### config.mk
export PLATFORM = sky130hd
export DESIGN_NAME = led_effects_flat
export DESIGN_NICKNAME = d
export VERILOG_FILES = /design/src/rtl/led_effects_if.sv /design/src/rtl/led_effects.sv /design/src/flat_wrapper.sv
export SDC_FILE = /design/constraint.sdc
export NUM_CORES = 1
export LEC_CHECK = 0
export BUFFER_PORTS_ARGS = -buffer_cell sky130_fd_sc_hd__buf_2
export CELL_PAD_IN_SITES_DETAIL_PLACEMENT = 0
export CELL_PAD_IN_SITES_GLOBAL_PLACEMENT = 1
export CORE_ASPECT_RATIO = 0.5
export CORE_MARGIN = 5
export CORE_UTILIZATION = 50
export CTS_CLUSTER_DIAMETER = 100
export DETAILED_ROUTE_END_ITERATION = 6
export PLACE_DENSITY_LB_ADDON = 0.1
export SYNTH_ARGS = -nofsm -noshare
export SYNTH_HDL_FRONTEND = slang
export SYNTH_SLANG_ARGS = --single-unit
### constraint.sdc
create_clock -name csi_clk -period 5.2 [get_ports csi_clk]
set_input_delay 0.26 -clock csi_clk [delete_from_list [all_inputs] [get_ports csi_clk]]
set_output_delay 0.26 -clock csi_clk [all_outputs]
set_load 0.01 [all_outputs]
### src/rtl/led_effects_if.sv
// led_effects_if: Avalon-MM register slave bundle for the LED effects stage.
interface led_effects_if;
    logic [1:0] address;
    logic       read;
    logic [7:0] readdata;
    logic       write;
    logic [7:0] writedata;
    modport master (output address, read, write, writedata, input readdata);
    modport slave  (input address, read, write, writedata, output readdata);
endinterface

### src/rtl/led_effects.sv
// led_effects: drives LEDs from the pattern register with PWM dimming and
// blink/chase/alternate effects, configured over its own Avalon-MM slave.
module led_effects #(
    parameter int PRESCALE = 50000
) (
    input  logic            csi_clk,
    input  logic            csi_reset,
    led_effects_if.slave    avs,
    input  logic [7:0]      pattern_in,
    output logic [7:0]      led_out
);
    localparam int PW = $clog2(PRESCALE);
    logic          r_enable, r_phase, r_reload;
    logic [1:0]    r_mode;
    logic [7:0]    r_bright, r_rate, r_readdata, r_led, r_rate_cnt, r_pwm, r_rot, r_pat_prev;
    logic [PW-1:0] r_presc;
    logic          w_ctrl_wr, w_tick, w_step, w_pwm_on, w_reload;
    logic [7:0]    w_eff, w_rd;
    assign w_ctrl_wr = avs.write && avs.address == 2'd0;
    assign w_tick    = r_enable && r_presc == PW'(PRESCALE - 1);
    assign w_step    = w_tick && r_rate_cnt == r_rate;
    assign w_pwm_on  = r_pwm < r_bright || r_bright == 8'hFF;
    // A pending CTRL-write reload or a fresh pattern outranks a chase step.
    assign w_reload  = r_reload || pattern_in != r_pat_prev;
    assign led_out      = r_led;
    assign avs.readdata = r_readdata;
    always_comb begin
        w_eff = r_mode == 2'd2 ? r_rot :
                r_mode == 2'd0 ? pattern_in :
                r_phase        ? (r_mode[1] ? ~pattern_in : 8'h00) : pattern_in;
        w_rd  = avs.address == 2'd0 ? {r_enable, 5'b0, r_mode} :
                avs.address == 2'd1 ? r_bright :
                avs.address == 2'd2 ? r_rate : r_led;
    end
    always_ff @(posedge csi_clk or posedge csi_reset) begin
        if (csi_reset) begin
            r_enable   <= 1'b1;
            r_mode     <= 2'd0;
            r_bright   <= 8'hFF;
            r_rate     <= 8'd99;
            r_readdata <= 8'h00;
            r_led      <= 8'h00;
            r_presc    <= '0;
            r_rate_cnt <= 8'h00;
            r_pwm      <= 8'h00;
            r_phase    <= 1'b0;
            r_reload   <= 1'b0;
            r_rot      <= 8'h00;
            r_pat_prev <= 8'h00;
        end else begin
            if (w_ctrl_wr)
                {r_enable, r_mode} <= {avs.writedata[7], avs.writedata[1:0]};
            if (avs.write && avs.address == 2'd1)
                r_bright <= avs.writedata;
            if (avs.write && avs.address == 2'd2)
                r_rate <= avs.writedata;
            if (avs.read)
                r_readdata <= w_rd;
            r_presc <= (!r_enable || w_ctrl_wr || w_tick) ? '0 : r_presc + 1'b1;
            // A count left above a newly lowered RATE clears without stepping.
            if (!r_enable || w_ctrl_wr)
                r_rate_cnt <= 8'h00;
            else if (w_tick)
                r_rate_cnt <= r_rate_cnt >= r_rate ? 8'h00 : r_rate_cnt + 8'h01;
            r_pwm      <= r_enable ? r_pwm + 8'h01 : 8'h00;
            r_phase    <= w_ctrl_wr ? 1'b0 : r_phase ^ w_step;
            r_reload   <= w_ctrl_wr;
            r_pat_prev <= pattern_in;
            r_rot      <= w_reload ? pattern_in : w_step ? {r_rot[6:0], r_rot[7]} : r_rot;
            r_led      <= r_enable ? (w_eff & {8{w_pwm_on}}) : 8'h00;
        end
    end
endmodule
### src/flat_wrapper.sv
// flat-port wrapper written by rule: the top's interface ports become plain ports
module led_effects_flat 
#(
    parameter int PRESCALE = 50000
)
  (csi_clk, csi_reset, pattern_in, led_out, avs_address, avs_read, avs_write, avs_writedata, avs_readdata);
  led_effects_if avs_i ();
  input  logic csi_clk;
  input  logic csi_reset;
  input  logic [7:0] pattern_in;
  output logic [7:0] led_out;
  input wire logic [$bits(avs_i.address)-1:0] avs_address;
  input wire logic [$bits(avs_i.read)-1:0] avs_read;
  input wire logic [$bits(avs_i.write)-1:0] avs_write;
  input wire logic [$bits(avs_i.writedata)-1:0] avs_writedata;
  output wire logic [$bits(avs_i.readdata)-1:0] avs_readdata;
  assign avs_i.address = avs_address;
  assign avs_i.read = avs_read;
  assign avs_i.write = avs_write;
  assign avs_i.writedata = avs_writedata;
  assign avs_readdata = avs_i.readdata;
  led_effects #(.PRESCALE(PRESCALE)) u_core (.csi_clk(csi_clk), .csi_reset(csi_reset), .avs(avs_i), .pattern_in(pattern_in), .led_out(led_out));
endmodule
==> results.tsv, run 1 <==
metric	value	unit
CTS sink cnt	85	
Final Hold Viols	0	
final WL	9.44	mm
Setup CP Type	reg -> reg	
HP Class	in -> reg	
H-tree Lvls	3	
global-route wire length before repair	16.1	mm
post-CTS setup buffers	0	
Post-DRT Antenna Nets	0	
Final Critical Period	2.83	ns
CP arrival	3.04	ns
share of layout cells above drive strength 1	0.244	
largest net degree at the start of global routing	86	
Worst Path Max Fanout	9	
Peak Freq	353	MHz
Final period util	0.545	
final setup TNS	0	ns
clk buf depth	2	
clk_lat worst skew	0.34	ns
average routed wire per standard cell	16.8	microns
Synth warnings	0	
total power	1850	uW
Pre-antenna DRT Iters	4	
Seq/Total Area, Yosys	0.491	
number of placed I/O pins	38	
Clock Skew	0.00754	ns
total die area	10800	sq um
via count	3054	
RSZ-0062 raised after global routing	no	
top post-synthesis cells by area	dfrtp_1 (41%), dfstp_2 (7.8%), mux2_2 (5.4%)	
Hold WS	0.109	ns
Yosys cell types	49	
Critical Path Source Type	flip-flop	
Synth Flop Type	dfrtp_1	
Yosys top cell by area	dfrtp_1	
initial antenna violation count	0	
Slew headroom	0.181	
Core ar.	8620	sq um
pwr dens	370	nW/um^2
run status	finished clean	
CTS resizes	0	
Peak VDD IR	0.165	mV
critical path endpoint category	flip-flop	
# rows	24	
Mapped Area	4370	sq um
global placer's final weighted congestion	0.802	
Fillers	747	
fin nets	481	
# port buffers	37	
Post-Synthesis Cells	406	
Iteration-0 DRC Markers	161	
Yosys top cell area share	0.413	
Async S/R FF share, synth	1.00	
syn_nets	446	
DRC	0	
CTS tree	built	
number of synthesized flops with an enable pin	0	
Hold Buf Count CTS	0	
Leak	0.00226	uW
Root Buffer	clkbuf_16	
Die Width	142	microns
Worst-path clk slew	0.07	ns
Worst EP required	5.41	ns
Finish-stage setup viols	0	
Worst-Margin Slew	1.22	ns
Vert. Die Dim	76.1	microns
area grow syn2layout	14.6	%
Maximum Capacitance Violations	0	
total grt overflow	0	
synthesized flop and latch total	85	
DPL Wire Length	7.02	mm
starting density of the core	0.507	
Num CTS Buffers	9	
Slew Viols, Final	0	
synthesized area per cell	10.8	sq um
vias in the first global route	3120	
Via density	5.42	
Tot GR Track Use	0.187	
# diodes	0	
## report_power, final
part	leakage [uW]	internal, uW	total (uW)	switching [uW]
clock network	0.000177	521	786	265
registers	0.00107	738	800	62.2
logic	0.00102	119	264	144
## cell usage after synthesis, types with 2 or more instances
cell type and n:
dfrtp_1 72, nand2_1 38, nor2_1 30, xnor2_1 23, mux2_2 21, a21oi_1 19, ha_1 18, o21ai_1 17
inv_1 16, dfstp_2 13, xor2_1 13, nand3_1 11, o21ai_0 10, and3_1 9, nand4_1 9, and2_1 8
mux2i_1 8, o22ai_1 8, clkbuf_1 7, nand2b_1 7, a22oi_1 5, buf_2 4, nor2b_1 4, mux4_2 3
a21o_1 2, buf_4 2, nor2b_2 2, nor3_1 2, nor4_2 2, o21a_1 2, o21ai_2 2, o31ai_1 2
## cell type report
cell class | instances | area, sq um | share of cell area
clock buffer | 9 | 225 | 0.0450
clock inverter | 7 | 145 | 0.0290
sequential | 85 | 2140 | 0.428
inverter | 16 | 61.3 | 0.0123
tap | 117 | 146 | 0.0293
multi-input combinational | 291 | 2090 | 0.418
timing repair buffer | 38 | 193 | 0.0385
## cells in the final DEF (no fill, tap or decap), types with 7 or more instances in the layout
| cell | count |
|---|---|
| dfrtp_1 | 72 |
| nand2_1 | 38 |
| buf_2 | 37 |
| nor2_1 | 30 |
| xnor2_1 | 23 |
| mux2_2 | 21 |
| a21oi_1 | 19 |
| ha_1 | 18 |
| o21ai_1 | 17 |
| inv_1 | 15 |
| xor2_1 | 13 |
| dfstp_2 | 13 |
| nand3_1 | 11 |
| o21ai_0 | 10 |
| nand4_1 | 9 |
| and3_1 | 9 |
| clkbuf_16 | 9 |
| mux2i_1 | 8 |
| and2_1 | 8 |
| o22ai_1 | 8 |
| nand2b_1 | 7 |
## state kept, by name (all words and copies together) (netlist names), 2 cells and up
register	count
u_core.avs.readdata	8
u_core.led_out	8
u_core.r_bright	8
u_core.r_mode	2
u_core.r_pat_prev	8
u_core.r_presc	16
u_core.r_pwm	8
u_core.r_rate	8
u_core.r_rate_cnt	8
u_core.r_rot	8
## stage by stage
step                 util  std cells  setup WS [ns]  cell area, sq um
floorplan               -        406           2.77              4370
global placement    0.538        547           2.41              4630
detailed placement  0.538        547           2.35              4630
CTS                 0.581        563           2.34              5000
global route        0.581        563           2.20              5000
finish              0.581        563           2.37              5000
## routing by layer
layer	GRT usage	share of wire
met5	0	0
met4	0.0450	0.011
met3	0.0545	0.034
met2	0.285	0.46
met1	0.263	0.50
## worst max-delay path, cell delays in order (launching register included)
cell	delay, ns
dfstp_2	0.52
inv_1	0.04
ha_1	0.30
nand4_2	0.13
or2_4	0.28
nor4_2	1.04
mux2i_1	0.33
o21ai_2	0.06
## worst paths after layout
check	start	end	slack [ns]	cells past startpoint
worst max register to register	u_core.r_rate[5]$_DFFE_PP1P_	u_core.r_rot[7]$_DFFE_PP0P_	2.37	7
worst min-delay path	pattern_in[0]	u_core.r_pat_prev[0]$_DFF_PP0_	0.11	1
worst max-delay path	u_core.r_rate[5]$_DFFE_PP1P_	u_core.r_rot[7]$_DFFE_PP0P_	2.37	7
min in group asynchronous	csi_reset	u_core.r_rot[1]$_DFFE_PP0P_	0.25	3
max in group asynchronous	csi_reset	u_core.r_rate[3]$_DFFE_PP0P_	4.26	3
worst min register to register	u_core.r_pwm[0]$_DFF_PP0_	u_core.r_pwm[0]$_DFF_PP0_	0.48	1
## logic make-up after synthesis
group                    Yosys count  synth area share
AND/OR/NAND/NOR                  134             0.167
flip-flops                        85             0.491
AO/OA/AOI/OAI                     71            0.0997
XOR/XNOR                          36            0.0722
multiplexers                      32            0.0880
buffers and inverters             30            0.0304
adder cells (fa/ha/maj)           18            0.0516
No activity file was read; power rests on OpenSTA's default activity.
==> inputs of run 2 (changes only) <==
Settings changed: CORE_UTILIZATION 50 to 47.
Clock period 5.2 ns to 2.75 ns, I/O delays scaled along.
==> run 2 against run 1 <==
Against the previous run: sequential power up 89%; routed wire length down 0.52%; first-iteration DRC count up 5.0%; count of clock-buffer cells in the layout up 3; via count increased by 2.6%; critical path type unchanged; critical endpoint unchanged; largest cell class unchanged; highest routed layer unchanged.
==> results.tsv, run 2 (synthesis results as in run 1) <==
metric	value	unit	change
pwr dens	670	nW/um^2	+81%
Via density	5.46		+0.65%
Most flops, register	u_core.r_presc		
critical path's slowest cell	dfstp_2		
min setup slack post-route	0.500	ns	-1.87 ns
initial antenna violation count	0		unchanged
Setup CP Type	reg -> reg		
final WL	9.39	mm	-0.52%
pre-CTS setup slack	0.496	ns	-1.85 ns
Num CTS Buffers	9		unchanged
Die Width	146	microns	+2.9%
Maximum Capacitance Violations	0		unchanged
run status	finished clean		
Pint	2550	uW	+85%
clk_lat worst skew	0.34	ns	about the same
global placer's final weighted congestion	0.823		+2.6%
global-route wire length before repair	15.8	mm	-1.9%
Worst-Margin Slew	0.785	ns	-0.433 ns
CTS sink cnt	85		unchanged
total grt overflow	0		unchanged
Worst-path clk slew	0.06	ns	about the same
Seq. cell area	2140	sq um	unchanged
Leak	0.00231	uW	+1.9%
share of layout cells above drive strength 1	0.239		-0.00588
via count	3134		+2.6%
Fillers	774		+3.6%
R2R setup slack	0.50	ns	-1.87 ns
Worst Path Max Fanout	9		unchanged
Pre-antenna DRT Iters	5		+1
area occupied by multi-input gates	2090	sq um	unchanged
total die area	11400	sq um	+5.7%
Root Buffer	clkbuf_16		
final core utilization	0.573		-0.00766
Final Critical Period	2.25	ns	-0.582 ns
Critical Path Source Type	flip-flop		
average routed wire per standard cell	16.4	microns	-2.4%
Worst EP required	2.96	ns	-2.45 ns
critical path's largest stage delay	0.53	ns	-0.51 ns
clk buf depth	2		unchanged
Clock Skew	0.00680	ns	-0.000741 ns
Iteration-0 DRC Markers	169		+5.0%
number of placed I/O pins	38		unchanged
# rows	24		unchanged
# diodes	0		unchanged
Final Hold Viols	0		unchanged
Final period util	0.818		+0.274
Clk pwr share	0.407		-0.018
DRC	0		unchanged
CTS resizes	0		unchanged
Finish-stage setup viols	0		unchanged
DPL Wire Length	6.92	mm	-1.4%
combinational fraction of design power	0.150		+0.008
sequential power share	0.443		+0.011
fin nets	492		+2.3%
CP arrival	2.46	ns	-0.58 ns
Tot GR Track Use	0.173		-0.0137
area grow syn2layout	16.7	%	
final setup TNS	0	ns	unchanged
Top Family by Delay on Critical Path	simple AND/OR/NAND/NOR gates		
critical path, cell by cell	inv_1 -> ha_1 -> nand4_2 -> or2_4 -> nor4_2 -> buf_4 -> mux2i_1 -> o21ai_2		
Slew Viols, Final	0		unchanged
critical path endpoint category	flip-flop		
Switching Fraction	0.254		-0.000666
H-tree Lvls	3		unchanged
HP Class	in -> reg		
Vert. Die Dim	78.1	microns	+2.7%
Psw	869	uW	+84%
most frequent cells in the layout	dfrtp_1 (72), nand2_1 (38), buf_2 (37), nor2_1 (30), xnor2_1 (23)		
largest net degree at the start of global routing	46		-47%
starting density of the core	0.491		-0.0154
Largest register FFs	16		unchanged
commonest non-fill, non-tap cell in the layout	dfrtp_1		
vias in the first global route	3092		-0.90%
Post-DRT Antenna Nets	0		unchanged
# port buffers	37		unchanged
RSZ-0062 raised after global routing	no		
Slew headroom	0.476		+0.295
Hold WS	0.0411	ns	-0.0681 ns
Peak Freq	444	MHz	+26%
Peak VDD IR	0.360	mV	+120%
post-CTS setup buffers	0		unchanged
WP buf/inv	2		+1
CTS tree	built		
Core ar.	8890	sq um	+3.1%
==> run 2: cell count changes in the layout (fill, tap and decap cells not counted), sizes merged <==
cell / before / now
clkbuf: 9 / 12
clkinvlp: 1 / 0
clkinv: 1 / 2
bufinv: 4 / 3
inv: 17 / 15
buf: 38 / 40
dlygate4sd3: 0 / 9
==> run 2: path summary, 6_finish.rpt <==
check,cells past startpoint,to,from
min in group asynchronous,3,u_core.r_presc[9]$_DFF_PP0_,csi_reset
max in group asynchronous,4,u_core.r_bright[7]$_DFFE_PP1P_,csi_reset
hold / removal,3,u_core.r_enable$_DFFE_PP1P_,avs_writedata[7]
setup / recovery,8,u_core.r_rot[7]$_DFFE_PP0P_,u_core.r_rate[5]$_DFFE_PP1P_
hold reg to reg,1,u_core.r_pwm[0]$_DFF_PP0_,u_core.r_pwm[0]$_DFF_PP0_
setup reg to reg,8,u_core.r_rot[7]$_DFFE_PP0P_,u_core.r_rate[5]$_DFFE_PP1P_
==> run 2: final cells by class <==
| cell class | count | area share |
|---|---|---|
| flip-flops and latches | 85 | 0.421 |
| multi-input cells | 291 | 0.410 |
| repair buffers | 49 | 0.0609 |
| clock buffers | 12 | 0.0484 |
| well taps | 117 | 0.0287 |
| clock inverters | 4 | 0.0187 |
| inverters | 16 | 0.0120 |
==> run 2: through the flow <==
step	total power (uW)	instance area [sq um]	instances
after floorplan	1860	4370	406
after global placement	2020	4660	549
after detailed placement	2040	4660	549
after CTS	3450	5090	574
after global routing	3590	5090	574
final	3410	5090	574
==> run 2: power groups by stage <==
stage | clock [uW] | combinational (uW) | sequential [uW]
finish | 1390 | 514 | 1510
global route | 1480 | 580 | 1530
CTS | 1420 | 520 | 1510
detailed placement | 0 | 507 | 1540
global placement | 0 | 491 | 1530
floorplan | 0 | 358 | 1500
==> run 2: what timing repair did <==
| action | CTS | global route |
|---|---|---|
| hold buffers | 9 | 0 |
| endpoints found under the hold margin | 49 | 0 |
| setup endpoints to repair | 0 | 0 |
==> run 2: worst register-to-register path: cells and delay by family (launching register included) <==
family,cells,cell delay (ns)
AOI/OAI and AO/OA,1,0.07
DFF,1,0.53
muxes,1,0.25
adders and majority gates,1,0.31
buffers and inverters,2,0.29
and+or+nand+nor,3,0.68
==> run 2: layer usage <==
layer / GRT usage / routed length, microns / share of wire / up-vias
met4: 0.0619 / 167 / 0.018 / 0
li1: - / - / - / 1509
met2: 0.259 / 4130 / 0.44 / 65
met5: 0 / 0 / 0 / -
met3: 0.0449 / 447 / 0.048 / 17
met1: 0.246 / 4650 / 0.50 / 1543
